File: src/rtl/mem_bus_arbiter.sv
// mem_bus_arbiter: round-robin arbiter that shares the single system-memory
// port among PROCS cores. One core is granted at a time; its load or store is
// issued as a one-cycle strobe, the arbiter waits for mem_resp, pulses done to
// the granted core and re-arbitrates.
// Optional feature: define MEM_ARB_TIMEOUT_EN to abort a WAIT that lasts
// TIMEOUT cycles, reporting done together with err to the granted core.
module mem_bus_arbiter #(
  parameter int PROCS   = 4,
  parameter int ADDR_W  = 14,
  parameter int TIMEOUT = 64
) (
  input  logic                    clk,
  input  logic                    reset,
  input  logic [PROCS-1:0]        req,
  input  logic [PROCS-1:0]        is_store,
  input  logic [PROCS*ADDR_W-1:0] addr,
  input  logic [PROCS*16-1:0]     wdata,
  output logic [PROCS-1:0]        grant,
  output logic [PROCS-1:0]        done,
  output logic [PROCS-1:0]        err,
  output logic [7:0]              rdata,
  output logic [ADDR_W-1:0]       mem_addr,
  output logic [15:0]             mem_wdata,
  output logic                    mem_read_req,
  output logic                    mem_write_req,
  input  logic [7:0]              mem_rdata,
  input  logic                    mem_resp
);

  localparam int PW = (PROCS > 1) ? $clog2(PROCS) : 1;
  localparam logic [PW-1:0] PTR_RESET = PW'(PROCS - 1);

  // Reject configurations outside the supported range at elaboration time
  if (PROCS < 2 || PROCS > 8 || TIMEOUT < 1) begin : gBadParams
    $error("mem_bus_arbiter: PROCS must be 2..8 and TIMEOUT at least 1");
  end

  typedef enum logic [1:0] {IDLE, ISSUE, WAIT, DONE} state_e;

  state_e            state_q, state_d;
  logic [PW-1:0]     ptr_q, ptr_d;
  logic [PW-1:0]     winner_q, winner_d;
  logic              store_q, store_d;
  logic [PROCS-1:0]  grant_q, grant_d;
  logic [PROCS-1:0]  done_q, done_d;
  logic [7:0]        rdata_q, rdata_d;
  logic [ADDR_W-1:0] memAddr_q, memAddr_d;
  logic [15:0]       memWdata_q, memWdata_d;
  logic              readReq_q, readReq_d;
  logic              writeReq_q, writeReq_d;

  logic [PW-1:0]     winSel;
  logic [PW-1:0]     candIdx;
  logic              anyReq;
  logic              timeoutHit;
  int                cand;

  logic [ADDR_W-1:0] addrArr  [PROCS];
  logic [15:0]       wdataArr [PROCS];

  for (genvar g = 0; g < PROCS; g++) begin : gUnpack
    assign addrArr[g]  = addr[g*ADDR_W +: ADDR_W];
    assign wdataArr[g] = wdata[g*16 +: 16];
  end

  // Rotating search upward from the slot after the last-served core
  always_comb begin
    winSel  = ptr_q;
    anyReq  = 1'b0;
    cand    = 0;
    candIdx = '0;
    for (int k = 1; k <= PROCS; k++) begin
      cand = int'(ptr_q) + k;
      if (cand >= PROCS) cand = cand - PROCS;
      candIdx = PW'(cand);
      if (!anyReq && req[candIdx]) begin
        winSel = candIdx;
        anyReq = 1'b1;
      end
    end
  end

  // State and registered-output update; reset abandons any in-flight access
  always_ff @(posedge clk) begin
    if (reset) begin
      state_q    <= IDLE;
      ptr_q      <= PTR_RESET;
      winner_q   <= '0;
      store_q    <= 1'b0;
      grant_q    <= '0;
      done_q     <= '0;
      rdata_q    <= '0;
      memAddr_q  <= '0;
      memWdata_q <= '0;
      readReq_q  <= 1'b0;
      writeReq_q <= 1'b0;
    end else begin
      state_q    <= state_d;
      ptr_q      <= ptr_d;
      winner_q   <= winner_d;
      store_q    <= store_d;
      grant_q    <= grant_d;
      done_q     <= done_d;
      rdata_q    <= rdata_d;
      memAddr_q  <= memAddr_d;
      memWdata_q <= memWdata_d;
      readReq_q  <= readReq_d;
      writeReq_q <= writeReq_d;
    end
  end

  // Next-state sequencing through IDLE -> ISSUE -> WAIT -> DONE
  always_comb begin
    state_d = state_q;
    case (state_q)
      IDLE:    if (anyReq) state_d = ISSUE;
      ISSUE:   state_d = WAIT;
      WAIT:    if (mem_resp || timeoutHit) state_d = DONE;
      DONE:    state_d = IDLE;
      default: state_d = IDLE;
    endcase
  end

  // Next values of the registered outputs; strobes and done default low
  always_comb begin
    ptr_d      = ptr_q;
    winner_d   = winner_q;
    store_d    = store_q;
    grant_d    = grant_q;
    done_d     = '0;
    rdata_d    = rdata_q;
    memAddr_d  = memAddr_q;
    memWdata_d = memWdata_q;
    readReq_d  = 1'b0;
    writeReq_d = 1'b0;
    case (state_q)
      IDLE: begin
        grant_d = '0;
        if (anyReq) begin
          grant_d[winSel] = 1'b1;
          winner_d        = winSel;
          store_d         = is_store[winSel];
          memAddr_d       = addrArr[winSel];
          memWdata_d      = wdataArr[winSel];
          writeReq_d      = is_store[winSel];
          readReq_d       = !is_store[winSel];
        end
      end
      ISSUE: begin
      end
      WAIT: begin
        if (mem_resp || timeoutHit) done_d[winner_q] = 1'b1;
        if (mem_resp && !store_q) rdata_d = mem_rdata;
      end
      DONE: begin
        grant_d = '0;
        ptr_d   = winner_q;
      end
      default: begin
      end
    endcase
  end

`ifdef MEM_ARB_TIMEOUT_EN
  localparam int CW = (TIMEOUT > 1) ? $clog2(TIMEOUT) : 1;

  logic [CW-1:0]    waitCnt_q, waitCnt_d;
  logic [PROCS-1:0] err_q, err_d;

  assign timeoutHit = (state_q == WAIT) && (waitCnt_q == CW'(TIMEOUT - 1));

  // Count WAIT cycles from zero; abort flag only when no response arrived
  always_comb begin
    waitCnt_d = '0;
    err_d     = '0;
    if (state_q == WAIT) begin
      waitCnt_d = waitCnt_q + 1'b1;
      if (!mem_resp && timeoutHit) err_d[winner_q] = 1'b1;
    end
  end

  // Timeout counter and abort flag registers
  always_ff @(posedge clk) begin
    if (reset) begin
      waitCnt_q <= '0;
      err_q     <= '0;
    end else begin
      waitCnt_q <= waitCnt_d;
      err_q     <= err_d;
    end
  end

  assign err = err_q;
`else
  assign timeoutHit = 1'b0;
  assign err        = '0;
`endif

  assign grant         = grant_q;
  assign done          = done_q;
  assign rdata         = rdata_q;
  assign mem_addr      = memAddr_q;
  assign mem_wdata     = memWdata_q;
  assign mem_read_req  = readReq_q;
  assign mem_write_req = writeReq_q;

endmodule
File: config.mk
export PLATFORM = sky130hd
export DESIGN_NAME = mem_bus_arbiter
export DESIGN_NICKNAME = d
export VERILOG_FILES = /design/src/rtl/mem_bus_arbiter.sv
export SDC_FILE = /design/constraint.sdc
export NUM_CORES = 1
export LEC_CHECK = 0
export BUFFER_PORTS_ARGS = -buffer_cell sky130_fd_sc_hd__buf_4
export CORE_MARGIN = 4
export CORE_UTILIZATION = 39
export CTS_CLUSTER_DIAMETER = 50
export CTS_CLUSTER_SIZE = 20
export DETAILED_ROUTE_END_ITERATION = 10
export GPL_TIMING_DRIVEN = 0
export PLACE_DENSITY = 0.74
export SYNTH_ARGS = -nofsm -noshare
export SYNTH_HDL_FRONTEND = slang
export SYNTH_SLANG_ARGS = --single-unit
File: constraint.sdc
create_clock -name clk -period 1.5 [get_ports clk]
set_input_delay 0.075 -clock clk [delete_from_list [all_inputs] [get_ports clk]]
set_output_delay 0.075 -clock clk [all_outputs]
set_load 0.02 [all_outputs]
# After elaboration in Yosys (flattened, before gate mapping)
# Index checks and enable logic that the tools add are counted.
# word_totals
output_inout_bits	52
regBits	55
wordCells	97
input_bits	139
# op_classes
n_reduce_logical	18
bitwise	5
add_sub_neg	8
order_cmp	13
mux	37
eq_ne	5
# ops
cell	count
16-bit binary-select mux with 2-bit select	1
16-bit 2-to-1 mux	2
14-bit binary-select mux with 2-bit select	1
14-bit 2-to-1 mux	2
2-bit 2-to-1 mux	10
2-bit by 3-bit < comparator with 1-bit output, second input constant	6
3-bit >= comparator, second input constant	4
1-bit 2-to-1 mux	11
1-bit binary-select mux with 2-bit select	5
2-bit one-hot mux with 4 select lines	1
4-bit one-hot mux with 2 select lines	1
2-bit by 1-bit subtractor with 2-bit output, second input constant	4
2-bit by 2-bit adder with 3-bit output, second input constant	2
1-bit logical AND	6
2-bit AND reduction	3
3-bit OR reduction	2
1-bit zero test	5
2-bit by 3-bit adder with 4-bit output, second input constant	1
1-bit demux with 2-bit select	2
2-bit equality test, second input constant	2
2-bit by 1-bit >= comparator with 1-bit output, second input constant	2
4-bit by 3-bit >= comparator with 1-bit output, second input constant	1
4-bit 2-to-1 mux	1
2-bit != test, second input constant	2
6 further kinds	9

# Longest topological paths before layout
# Gate-level depths: netlist of the first run.
# depth
depth_word	21
depth_mapped	7
ltp_nobuf	7

# Worst setup path after synthesis of the first run
# No wires, ideal clock.
# synth_path
path_type	reg-to-reg
startpoint	register ptr_q[0]
endpoint	register memWdata_q[10], in the netlist mem_wdata[10]
arrival_ns	1.494
slack_ns	-0.123
setup_time_ns	0.129
stages_incl_launch_ff	8
period_less_slack_ns	1.623
n_path_buf	2
required_ns	1.371
cell_sequence	dfxtp_1 nor2b_4 o21a_1 nor3_2 buf_6 buf_8 mux2i_1 o221ai_2
# synth_via
elab_chain_len	19
word_cells_on_any_way	43
classes_between	add/sub: 8; order compare: 4; mux: 23; bitwise: 1; reduce/logical: 7
# synth_rtl
element	line_no	source
start, declared	41	logic [PW-1:0] ptr_q, ptr_d;
start signal, assigned	99	ptr_q <= ptr_d;
2-bit by 1-bit adder with 3-bit output	73	cand = int'(ptr_q) + k;
3-bit >= comparator / 2-bit by 1-bit subtractor with 2-bit output (equally long branches)	74	if (cand >= PROCS) cand = cand - PROCS;
2-bit 2-to-1 mux	74	
1-bit binary-select mux with 2-bit select	76	if (!anyReq && req[candIdx]) begin
1-bit 2-to-1 mux (not written as such)	76	
1-bit 2-to-1 mux	76	
1-bit zero test	76	
1-bit logical AND	76	
(+2 left out)	--	
1-bit logical AND	76	
1-bit 2-to-1 mux	76	
1-bit zero test	76	
1-bit logical AND	76	
2-bit 2-to-1 mux	76	
2-bit NOT with 3-bit output (not written as such)	144	memWdata_d = wdataArr[winSel];
16-bit binary-select mux with 2-bit select	144	
16-bit 2-to-1 mux (not written as such) (2 in series)	144	
end signal, assigned	106	memWdata_q <= memWdata_d;
end, declared	48	logic [15:0] memWdata_q, memWdata_d;
# Parallel ways exist; a longest one is shown, timed or not. The select of a mux whose other input is x is not followed.
# A chain may end at the register's enable or synchronous reset.

# Worst setup path after layout of the first run
# layout_path
startpoint	register ptr_q[0]
endpoint	register memAddr_q[3], in the netlist mem_addr[3]
# layout_via
elab_chain_len	19
word_cells_on_any_way	43
classes_between	add/sub: 8; order compare: 4; mux: 23; bitwise: 1; reduce/logical: 7
# layout_rtl
element	line_no	source
2-bit by 1-bit adder with 3-bit output	73	
3-bit >= comparator / 2-bit by 1-bit subtractor with 2-bit output (equally long branches)	74	
2-bit 2-to-1 mux	74	
1-bit binary-select mux with 2-bit select	76	
1-bit 2-to-1 mux (not written as such)	76	
1-bit 2-to-1 mux	76	
1-bit zero test	76	
1-bit logical AND	76	
(+2 left out)	--	
1-bit logical AND	76	
1-bit 2-to-1 mux	76	
1-bit zero test	76	
1-bit logical AND	76	
2-bit 2-to-1 mux	76	
2-bit NOT with 3-bit output (not written as such)	143	memAddr_d = addrArr[winSel];
14-bit binary-select mux with 2-bit select	143	
14-bit 2-to-1 mux (not written as such) (2 in series)	143	
end signal, assigned	105	memAddr_q <= memAddr_d;
end, declared	47	logic [ADDR_W-1:0] memAddr_q, memAddr_d;
# Parallel ways exist; a longest one is shown, timed or not. The select of a mux whose other input is x is not followed.

==> results.sh, run 1 <==
export IMPL_outcome="finished, violations left"
export IMPL_violations="setup timing"
export IMPL_ys_async_sr_fraction_pct=0
export IMPL_io_pins=191
export IMPL_seq_area_frac_synth_pct=35.92
export IMPL_cts_made_buffers=5
export IMPL_cts_root_buf="clkbuf_8"
export IMPL_synthTopCellsByArea="dfxtp_1, mux2i_1, o221ai_2, nand2_1, buf_12"
export IMPL_clock_skew_final_ns=0.005677
export IMPL_fillCellCount=603
export IMPL_timing_fmax_ghz=0.5712
export IMPL_grt_pass1_wl_um=15680
export IMPL_arrival_ns=1.96
export IMPL_final_min_clock_period_ns=1.751
export IMPL_core_area_mm2=0.007687
export IMPL_seq_power_share_pct=30.4
export IMPL_swShare_pct=40.05
export IMPL_final_core_util_pct=68.93
export IMPL_syn_area_per_cell_um2=10.46
export IMPL_dieArea_mm2=0.009342
export IMPL_synth_adder_area_share_pct=1.633
export IMPL_cts_clk_slew_worst_paths_ns=0.11
export IMPL_synth_area_mm2=0.003065
export IMPL_grt_overflow_total=0
export IMPL_finalCritPeriodShare_pct=116.7
export IMPL_rows=32
export IMPL_wl_per_cell_um=17.65
export IMPL_ir_drop_v=0.0009190
export IMPL_finalNetCount=650
export IMPL_first_global_vias=3152
export IMPL_synthSimpleGateAreaFrac_pct=12.69
export IMPL_synth_compound_area_share_pct=19.96
export IMPL_numPortBuffers=186
export IMPL_drc_errors=0
export IMPL_worstSetupPathType="register to register"
export IMPL_synth_mux_area_share_pct=22.53
export IMPL_crit_path_max_fanout=6
export IMPL_synth_edf_count=0
export IMPL_finalSetupTns_ns=-6.808
export IMPL_cts_tree="yes"
export IMPL_yosysWarnings=0
export IMPL_firstDrtPassIters=4
export IMPL_die_h_um=96.66
export IMPL_place_area_mm2=0.004603
export IMPL_rsz0062_at_grt="true"
export IMPL_hpwlAfterDp_um=7949
export IMPL_grt_max_degree=19
export IMPL_p_sw_mw=2.931
export IMPL_ys_ff_latch=55
export IMPL_worst_hold_slack_ns=0.01124
export IMPL_yosysUniqueCellTypes=42
export IMPL_vias=3113
export IMPL_antenna_left=0
export IMPL_leakage_nw=2.423
export IMPL_totalWireLength_um=10770
export IMPL_required_ns=1.71
export IMPL_synthCells=293
export IMPL_maxCapViolations=0
export IMPL_cts_max_level=2
export IMPL_insertion_delay_ns=0.32
export IMPL_maxSlewViolCount=0
export IMPL_drive_gt1_share_pct=60.63
export IMPL_die_w_um=96.66
export IMPL_fin_area_mm2=0.005299
export IMPL_area_growth_pct=72.86
export IMPL_clock_path_buffers=2
export IMPL_max_slew_worst_pin_slew_ns=0.7158
export IMPL_p_clk_share_pct=11.9
export IMPL_synth_xor_area_share_pct=0
export IMPL_finalPower_mw=7.317
export IMPL_antenna_found_initial=0
export IMPL_relSlewSlack_pct=51.88
export IMPL_viasPerCell=5.103
export IMPL_finalHoldViolations=0
export IMPL_synth_top_area_cell="dfxtp_1"
export IMPL_initial_core_util_pct=39.88
export IMPL_synth_top_family_by_area="multiplexers"
export IMPL_hold_class="primary input to register"
export IMPL_clock_sinks=55
export IMPL_n_antenna_cell=0
export IMPL_detail_route_iter0_violations=56
export IMPL_p_int_mw=4.386
export IMPL_synth_ff_type="dfxtp_1"
export IMPL_start_kind="register"
export IMPL_setup_violations=35
export IMPL_yosysTopAreaCellShare_pct=35.92
export IMPL_cp_end_kind="register"
export IMPL_timing_final_ws_setup_ns=-0.2507
export IMPL_cellPowerDensity_mw_per_mm2=1381
export IMPL_combPwrFrac_pct=57.7
export IMPL_grt_use_total_pct=20.42
export IMPL_place_congestion=0.8540
==> worst paths after layout <==
path                            cells after the start            to  slack [ns]          from
worst min-delay path                                3      rdata[6]        0.01  mem_rdata[6]
worst max register to register                      8   mem_addr[3]       -0.25      ptr_q[0]
worst max-delay path                                8   mem_addr[3]       -0.25      ptr_q[0]
worst min register to register                      2  mem_wdata[3]        0.47  mem_wdata[3]
==> timing repair <==
item	in CTS	in global routing
pin swaps	1	6
setup buffers	3	4
hold endpoints to repair	7	0
endpoints found under the setup margin	46	43
gates cloned	0	5
hold buffers	7	0
gates resized for setup	20	64
==> state kept, by name, indices dropped and copies added (netlist names) <==
signal / flops
store_q: 1
grant: 4
ptr_q: 2
done: 4
mem_wdata: 16
state_q: 2
mem_read_req: 1
mem_write_req: 1
rdata: 8
winner_q: 2
mem_addr: 14
==> worst max-delay path: stages, from the launching register on <==
cell and delay, ns:
dfxtp_4 0.39, nor2b_4 0.04, o21a_1 0.19, nor3_2 0.21, buf_4 0.17, buf_12 0.13
clkbuf_16 0.16, mux2i_1 0.23, o221ai_2 0.11
==> cells in the final DEF, fill, tap and decap left out, drive strengths merged <==
cell type | Yosys | layout
inv | 2 | 2
or2 | 1 | 1
o211ai | 1 | 1
o21a | 2 | 2
buf | 17 | 210
nor4 | 2 | 2
o221ai | 30 | 30
dlygate4sd3 | 0 | 7
a211o | 3 | 3
mux2i | 69 | 69
o31ai | 1 | 1
clkbuf | 6 | 15
nor3 | 3 | 3
and2 | 1 | 1
nand3 | 2 | 2
a21o | 1 | 1
nand4 | 1 | 1
a32oi | 3 | 3
o22ai | 1 | 1
conb | 1 | 4
nor2 | 24 | 24
a21oi | 5 | 5
dfxtp | 55 | 55
nand2b | 4 | 4
clkinv | 0 | 2
nor2b | 6 | 6
nand2 | 40 | 40
clkinvlp | 0 | 1
and3 | 1 | 1
ha | 4 | 4
o21ai | 4 | 4
a211oi | 2 | 2
a22o | 1 | 1
==> power groups by stage <==
stage                     Clock [mW]  Sequential (mW)  Combinational, mW
after floorplan                    0             2.68               1.76
after global placement             0             2.22               3.49
after detailed placement           0             2.24               3.55
after CTS                      0.891             2.21               3.69
after global routing           0.975             2.27               4.50
final                          0.868             2.22               4.23
==> layout make-up <==
| type | instances | area (um2) | share of cell area [%] |
|---|---|---|---|
| inverters | 2 | 7.507 | 0.1417 |
| plain buffers | 22 | 232.7 | 4.392 |
| flip-flops and latches | 55 | 1105 | 20.85 |
| clock buffers | 5 | 68.82 | 1.299 |
| repair buffers | 205 | 1643 | 31.00 |
| well taps | 102 | 127.6 | 2.408 |
| multi-input cells | 216 | 2090 | 39.43 |
| clock inverters | 3 | 25.02 | 0.4723 |
==> kinds of logic (layout without fill, tap and decap cells) <==
logic type	Yosys count	after routing
and+or+nand+nor	85	85
muxes	69	69
adders and majority gates	4	4
buffers and inverters	25	237
AOI/OAI and AO/OA	54	54
DFF	55	55
other	1	4
==> routing by layer <==
| layer | vias up | wire length [um] | global-route usage (%) |
|---|---|---|---|
| met3 | 9 | 691 | 6.056 |
| met4 | 0 | 116 | 4.104 |
| met1 | 1484 | 4247 | 23.25 |
| met2 | 114 | 5713 | 37.63 |
| met5 | - | 0 | 0 |
| li1 | 1506 | - | - |
==> cells in the mapped netlist, types with 4 or more instances <==
library cell,n
nor2b_1,5
ha_1,4
mux2i_1,69
nand2_1,39
nand2b_1,4
a21oi_1,5
nor2_1,23
buf_4,5
clkbuf_1,6
buf_12,5
dfxtp_1,55
o221ai_2,28
buf_2,5
==> per-stage QoR <==
| step | setup slack (ns) | cells |
|---|---|---|
| floorplan | -0.03568 | 296 |
| global placement | -0.3856 | 584 |
| detailed placement | -0.3911 | 584 |
| CTS | -0.2147 | 601 |
| global route | -0.3089 | 610 |
| finish | -0.2507 | 610 |
No activity file was read; power rests on OpenSTA's default activity.
==> run 2: changes to the inputs <==
--- a/config.mk
+++ b/config.mk
@@ -8,6 +8,7 @@
 export BUFFER_PORTS_ARGS = -buffer_cell sky130_fd_sc_hd__buf_4
 export CORE_MARGIN = 4
 export CORE_UTILIZATION = 39
+export CTS_BUF_LIST = sky130_fd_sc_hd__clkbuf_16
 export CTS_CLUSTER_DIAMETER = 50
 export CTS_CLUSTER_SIZE = 20
 export DETAILED_ROUTE_END_ITERATION = 10
==> run 2 against run 1 <==
  * The flow still finishes with violations (setup timing)
  * Combinational power about the same
  * Wire length down 0.45%
  * Critical path depth stayed put
  * Cell area barely moved
  * Count of clock-buffer cells in the layout did not move
  * Die area unchanged
  * Setup slack improved by 0.013 ns
  * Clock power rose by 37%
  * Non-clock buffer count decreased by 9
  * Critical endpoint unchanged
  * Largest cell class unchanged
  * Largest power group unchanged
==> results.sh, run 2 (synthesized netlist as in run 1, its figures left out) <==
export IMPL_grt_overflow_total=0
export IMPL_finalSetupTns_ns=-6.377
export IMPL_cts_tree="yes"
export IMPL_antenna_left=0
export IMPL_grt_use_total_pct=20.24
export IMPL_clock_sinks=55
export IMPL_ir_drop_v=0.0009333
export IMPL_finalPower_mw=7.647
export IMPL_clock_skew_final_ns=0.003063
export IMPL_worstPathCellList="nor2b_4, o21a_1, nor3_2, buf_4, buf_12, clkbuf_16, mux2i_1, o221ai_2"
export IMPL_dieArea_mm2=0.009342
export IMPL_place_congestion=0.8540
export IMPL_arrival_ns=1.91
export IMPL_largest_reg_flops=16
export IMPL_finalHoldViolations=0
export IMPL_area_growth_pct=73.02
export IMPL_worst_path_buf_inv=3
export IMPL_cp_top_family="buffers and inverters"
export IMPL_crit_path_top_delay_cell="dfxtp_4"
export IMPL_viasPerCell=5.113
export IMPL_reg2reg_depth=8
export IMPL_hpwlAfterDp_um=7949
export IMPL_grt_max_degree=19
export IMPL_startpoint="ptr_q[0]"
export IMPL_antenna_found_initial=0
export IMPL_die_h_um=96.66
export IMPL_first_global_vias=3096
export IMPL_cp_end_kind="register"
export IMPL_timing_fmax_ghz=0.5754
export IMPL_cellPowerDensity_mw_per_mm2=1442
export IMPL_slowest_delay_ns=0.38
export IMPL_leakage_nw=2.406
export IMPL_wl_per_cell_um=17.84
export IMPL_worst_hold_slack_ns=0.009096
export IMPL_vias=3073
export IMPL_drive_gt1_share_pct=61.92
export IMPL_relSlewSlack_pct=53.10
export IMPL_maxSlewViolCount=0
export IMPL_r2r_setup_slack_ns=-0.24
export IMPL_setup_violations=33
export IMPL_reg2reg_from="ptr_q[0]"
export IMPL_cp_depth=8
export IMPL_outcome="finished, violations left"
export IMPL_required_ns=1.67
export IMPL_fillCellCount=602
export IMPL_worstSetupPathType="register to register"
export IMPL_n_antenna_cell=0
export IMPL_io_pins=191
export IMPL_cts_max_level=2
export IMPL_violations="setup timing"
export IMPL_timing_final_ws_setup_ns=-0.2378
export IMPL_hold_class="primary input to register"
export IMPL_final_min_clock_period_ns=1.738
export IMPL_totalWireLength_um=10720
export IMPL_initial_core_util_pct=39.88
export IMPL_max_slew_worst_pin_slew_ns=0.6976
export IMPL_endpoint="mem_addr[3]"
export IMPL_dp_cells=584
export IMPL_insertion_delay_ns=0.29
export IMPL_rsz0062_at_grt="true"
export IMPL_firstDrtPassIters=4
export IMPL_r2r_end="mem_addr[3]"
export IMPL_rows=32
export IMPL_cts_root_buf="clkbuf_16"
export IMPL_cts_clk_slew_worst_paths_ns=0.07
export IMPL_grt_pass1_wl_um=15510
export IMPL_start_kind="register"
export IMPL_detail_route_iter0_violations=70
export IMPL_final_common_cell="buf_4"
export IMPL_die_w_um=96.66
export IMPL_cts_made_buffers=5
export IMPL_numPortBuffers=186
export IMPL_final_cell_mix="buf_4, dfxtp_1, nand2_1, mux2i_1, o221ai_2"
export IMPL_core_area_mm2=0.007687
export IMPL_finalNetCount=641
export IMPL_drc_errors=0
export IMPL_crit_path_max_fanout=6
export IMPL_maxCapViolations=0
export IMPL_stdcell_count=601
export IMPL_ctsHoldBuffers=0
export IMPL_final_core_util_pct=68.99
export IMPL_clock_path_buffers=2
export IMPL_finalCritPeriodShare_pct=115.9
[run 2: changes by cell type in the layout (fill, tap and decap cells not counted), sizes merged]
cell	previous run	this run
dlygate4sd3	7	0
buf	210	208
[run 2: how the worst min path moves through the flow]
| stage | slack [ns] | start | cells after the start | endpoint |
|---|---|---|---|---|
| 2_1_floorplan | 0.22 | mem_rdata[0] | 2 | rdata[0] |
| 3_3_place_gp | 0.31 | mem_rdata[5] | 3 | rdata[5] |
| 3_5_place_dp | 0.31 | mem_rdata[5] | 3 | rdata[5] |
| 4_1_cts | 0.008 | mem_rdata[5] | 3 | rdata[5] |
| 5_1_grt | 0.01 | mem_rdata[0] | 3 | rdata[0] |
| 6_report | 0.009 | mem_rdata[7] | 3 | rdata[7] |
[run 2: cell type report]
type	count	area, um2	area share [%]
Multi-Input combinational cell	216	2122	40.01
Timing Repair Buffer	196	1558	29.37
Sequential cell	55	1106	20.85
Buffer	22	232.7	4.388
Tap cell	102	127.6	2.406
Clock buffer	5	125.1	2.359
Clock inverter	3	25.02	0.4718
Inverter	2	7.507	0.1415
[run 2: per-layer routing]
layer | wire (um) | GRT usage, %
met5 | 0 | 0
met3 | 743 | 6.849
met1 | 4172 | 23.53
met4 | 130 | 3.024
met2 | 5674 | 36.62
[run 2: through the flow]
step	instance area [um2]	setup WS (ns)
2_1_floorplan	3079	-0.03568
3_3_place_gp	4603	-0.3856
3_5_place_dp	4603	-0.3911
4_1_cts	4843	-0.2084
5_1_grt	5304	-0.2924
6_report	5304	-0.2378
[run 2: report_power, final]
group,leakage (nW),switching (mW),internal [mW]
Sequential,0.451,0.293,1.93
Clock,0.0700,0.561,0.626
Combinational,1.89,2.12,2.12
[run 2: worst register-to-register path: cells and delay by family, from the launching register on]
family                 cells  cell delay [ns]
and+or+nand+nor            2             0.25
DFF                        1             0.38
buffers and inverters      3             0.46
muxes                      1             0.23
AOI/OAI and AO/OA          2             0.30
[run 2: what timing repair did]
item	4_1_cts	5_1_grt
gates resized for setup	20	70
cloned	0	5
setup endpoints to repair	45	42
pin swaps	1	8
buffers inserted	3	2
==> run 3: changes to the inputs <==
--- a/config.mk
+++ b/config.mk
@@ -17,3 +17,4 @@
 export SYNTH_ARGS = -nofsm -noshare
 export SYNTH_HDL_FRONTEND = slang
 export SYNTH_SLANG_ARGS = --single-unit
+export TNS_END_PERCENT = 30
==> run 3 against run 2 <==
  * The run still ends with setup timing left
  * Count of clock-buffer cells in the layout stayed put
  * Combinational power fell by 4%
  * Die area is the same
  * Clock skew about the same
==> results.sh, run 3 (synthesized netlist as in run 1, its figures left out) <==
export IMPL_p_int_mw=4.736
export IMPL_numPortBuffers=186
export IMPL_cellPowerDensity_mw_per_mm2=1456
export IMPL_final_core_util_pct=68.00
export IMPL_ctsHoldBuffers=0
export IMPL_final_min_clock_period_ns=1.713
export IMPL_hold_class="primary input to register"
export IMPL_clock_sinks=55
export IMPL_io_pins=191
export IMPL_totalWireLength_um=10340
export IMPL_drc_errors=0
export IMPL_clock_path_buffers=2
export IMPL_relSlewSlack_pct=49.41
export IMPL_hpwlAfterDp_um=7800
export IMPL_arrival_ns=1.88
export IMPL_grt_pass1_wl_um=16110
export IMPL_cts_made_buffers=5
export IMPL_core_area_mm2=0.007687
export IMPL_dp_cells=584
export IMPL_combPwrFrac_pct=53.6
export IMPL_place_area_mm2=0.004603
export IMPL_seq_power_share_pct=29.4
export IMPL_cts_root_buf="clkbuf_16"
export IMPL_viasPerCell=5.187
export IMPL_finalPower_mw=7.611
export IMPL_required_ns=1.67
export IMPL_timing_fmax_ghz=0.5837
export IMPL_crit_path_max_fanout=7
export IMPL_antenna_found_initial=0
export IMPL_ir_drop_v=0.0007676
export IMPL_largest_reg_flops=16
export IMPL_wl_per_cell_um=17.30
export IMPL_clock_skew_final_ns=0.003008
export IMPL_leakage_nw=2.402
export IMPL_grt_use_total_pct=20.57
export IMPL_timing_final_ws_setup_ns=-0.2132
export IMPL_area_growth_pct=70.53
export IMPL_slowest_delay_ns=0.38
export IMPL_fillCellCount=590
export IMPL_reg2reg_depth=7
export IMPL_initial_core_util_pct=39.88
export IMPL_final_common_cell="buf_4"
export IMPL_use_met1_pct=24.05
export IMPL_finalHoldViolations=0
export IMPL_place_congestion=0.8395
export IMPL_final_cell_mix="buf_4, dfxtp_1, nand2_1, mux2i_1, o221ai_2"
export IMPL_die_w_um=96.66
export IMPL_outcome="finished, violations left"
export IMPL_finalCritPeriodShare_pct=114.2
export IMPL_cts_clk_slew_worst_paths_ns=0.07
export IMPL_max_slew_worst_pin_slew_ns=0.7525
export IMPL_p_sw_mw=2.875
export IMPL_cts_max_level=2
export IMPL_insertion_delay_ns=0.28
export IMPL_grtUsageMet2_pct=37.42
export IMPL_holdPathStages=3
export IMPL_swShare_pct=37.77
export IMPL_n_antenna_cell=0
export IMPL_top_usage_layer="met2"
export IMPL_worstPathCellList="nand2b_4, a21oi_4, nor3_4, buf_12, clkbuf_16, mux2i_2, o221ai_2"
export IMPL_stdcell_count=598
export IMPL_maxSlewViolCount=0
export IMPL_rsz0062_at_grt="true"
export IMPL_worst_path_buf_inv=2
export IMPL_first_global_vias=3230
export IMPL_antenna_left=0
export IMPL_cp_depth=7
export IMPL_grt_overflow_total=0
export IMPL_p_clk_share_pct=17.1
export IMPL_crit_path_top_delay_cell="dfxtp_4"
export IMPL_fin_area_mm2=0.005228
export IMPL_cts_tree="yes"
export IMPL_cp_top_family="simple AND/OR/NAND/NOR gates"
export IMPL_vias=3102
export IMPL_dieArea_mm2=0.009342
export IMPL_grtUsageMet3_pct=5.984
export IMPL_finalNetCount=638
export IMPL_drive_gt1_share_pct=59.88
export IMPL_grt_max_degree=17
export IMPL_violations="setup timing"
export IMPL_rows=32
export IMPL_die_h_um=96.66
export IMPL_detail_route_iter0_violations=77
export IMPL_maxCapViolations=0
export IMPL_firstDrtPassIters=4
export IMPL_worstSetupPathType="register to register"
export IMPL_start_kind="register"
export IMPL_cp_end_kind="register"
export IMPL_setup_violations=35
run 3: changes by cell type in the layout (fill, tap and decap cells not counted), sizes merged:
cell	change
buf	+1
clkbuf	-4
clkinvlp	-1
bufinv	+1
run 3: what timing repair did:
| item | in CTS | in global routing |
|---|---|---|
| resized for setup | 36 | 50 |
| setup buffers | 2 | 1 |
| endpoints found under the setup margin | 45 | 46 |
| cloned | 2 | 2 |
| pin swaps | 1 | 1 |
run 3: layout make-up:
class	instances	area [um2]	area share (%)
Sequential cell	55	1107	21.18
Timing Repair Buffer	192	1500	28.70
Multi-Input combinational cell	216	2066	39.52
Clock buffer	5	125.1	2.393
Buffer	23	252.7	4.835
Inverter	2	10.01	0.1915
Clock inverter	3	38.79	0.7420
Tap cell	102	127.6	2.441
run 3: worst paths after layout:
kind / startpoint / slack [ns] / to
worst min register to register: mem_wdata[12] / 0.47 / mem_wdata[12]
worst max register to register: ptr_q[0] / -0.21 / mem_addr[4]
worst min-delay path: mem_rdata[7] / 0.02 / rdata[7]
worst max-delay path: ptr_q[0] / -0.21 / mem_addr[4]
run 3: power by group through the flow:
stage | Clock (mW) | Sequential, mW | Combinational [mW]
2_1_floorplan | 0 | 2.68 | 1.75
3_3_place_gp | 0 | 2.21 | 3.49
3_5_place_dp | 0 | 2.23 | 3.55
4_1_cts | 1.32 | 2.21 | 3.81
5_1_grt | 1.38 | 2.29 | 4.34
6_report | 1.30 | 2.23 | 4.08
run 3: through the flow:
| step | setup TNS [ns] | worst slack, ns | hold slack (ns) |
|---|---|---|---|
| 2_1_floorplan | -0.8764 | -0.03568 | 0.2189 |
| 5_1_grt | -8.539 | -0.2834 | 0.01855 |
| 3_5_place_dp | -14.09 | -0.5076 | 0.3169 |
| 3_3_place_gp | -11.90 | -0.4239 | 0.3043 |
| 4_1_cts | -7.248 | -0.2538 | 0.01306 |
| 6_report | -5.362 | -0.2132 | 0.01803 |
run 3: worst min-delay path: cells and delay by family:
family	cells	cell delay, ns
simple gates	1	0.07
mux	1	0.05
buf+inv	1	0.08
run 3: layer usage:
metal | routed length [um] | share of wire (%) | vias up
met1 | 4039 | 39 | 1472
met5 | 0 | 0 | -
met3 | 723 | 7.0 | 14
met4 | 145 | 1.4 | 0
met2 | 5435 | 53 | 139
li1 | - | - | 1477
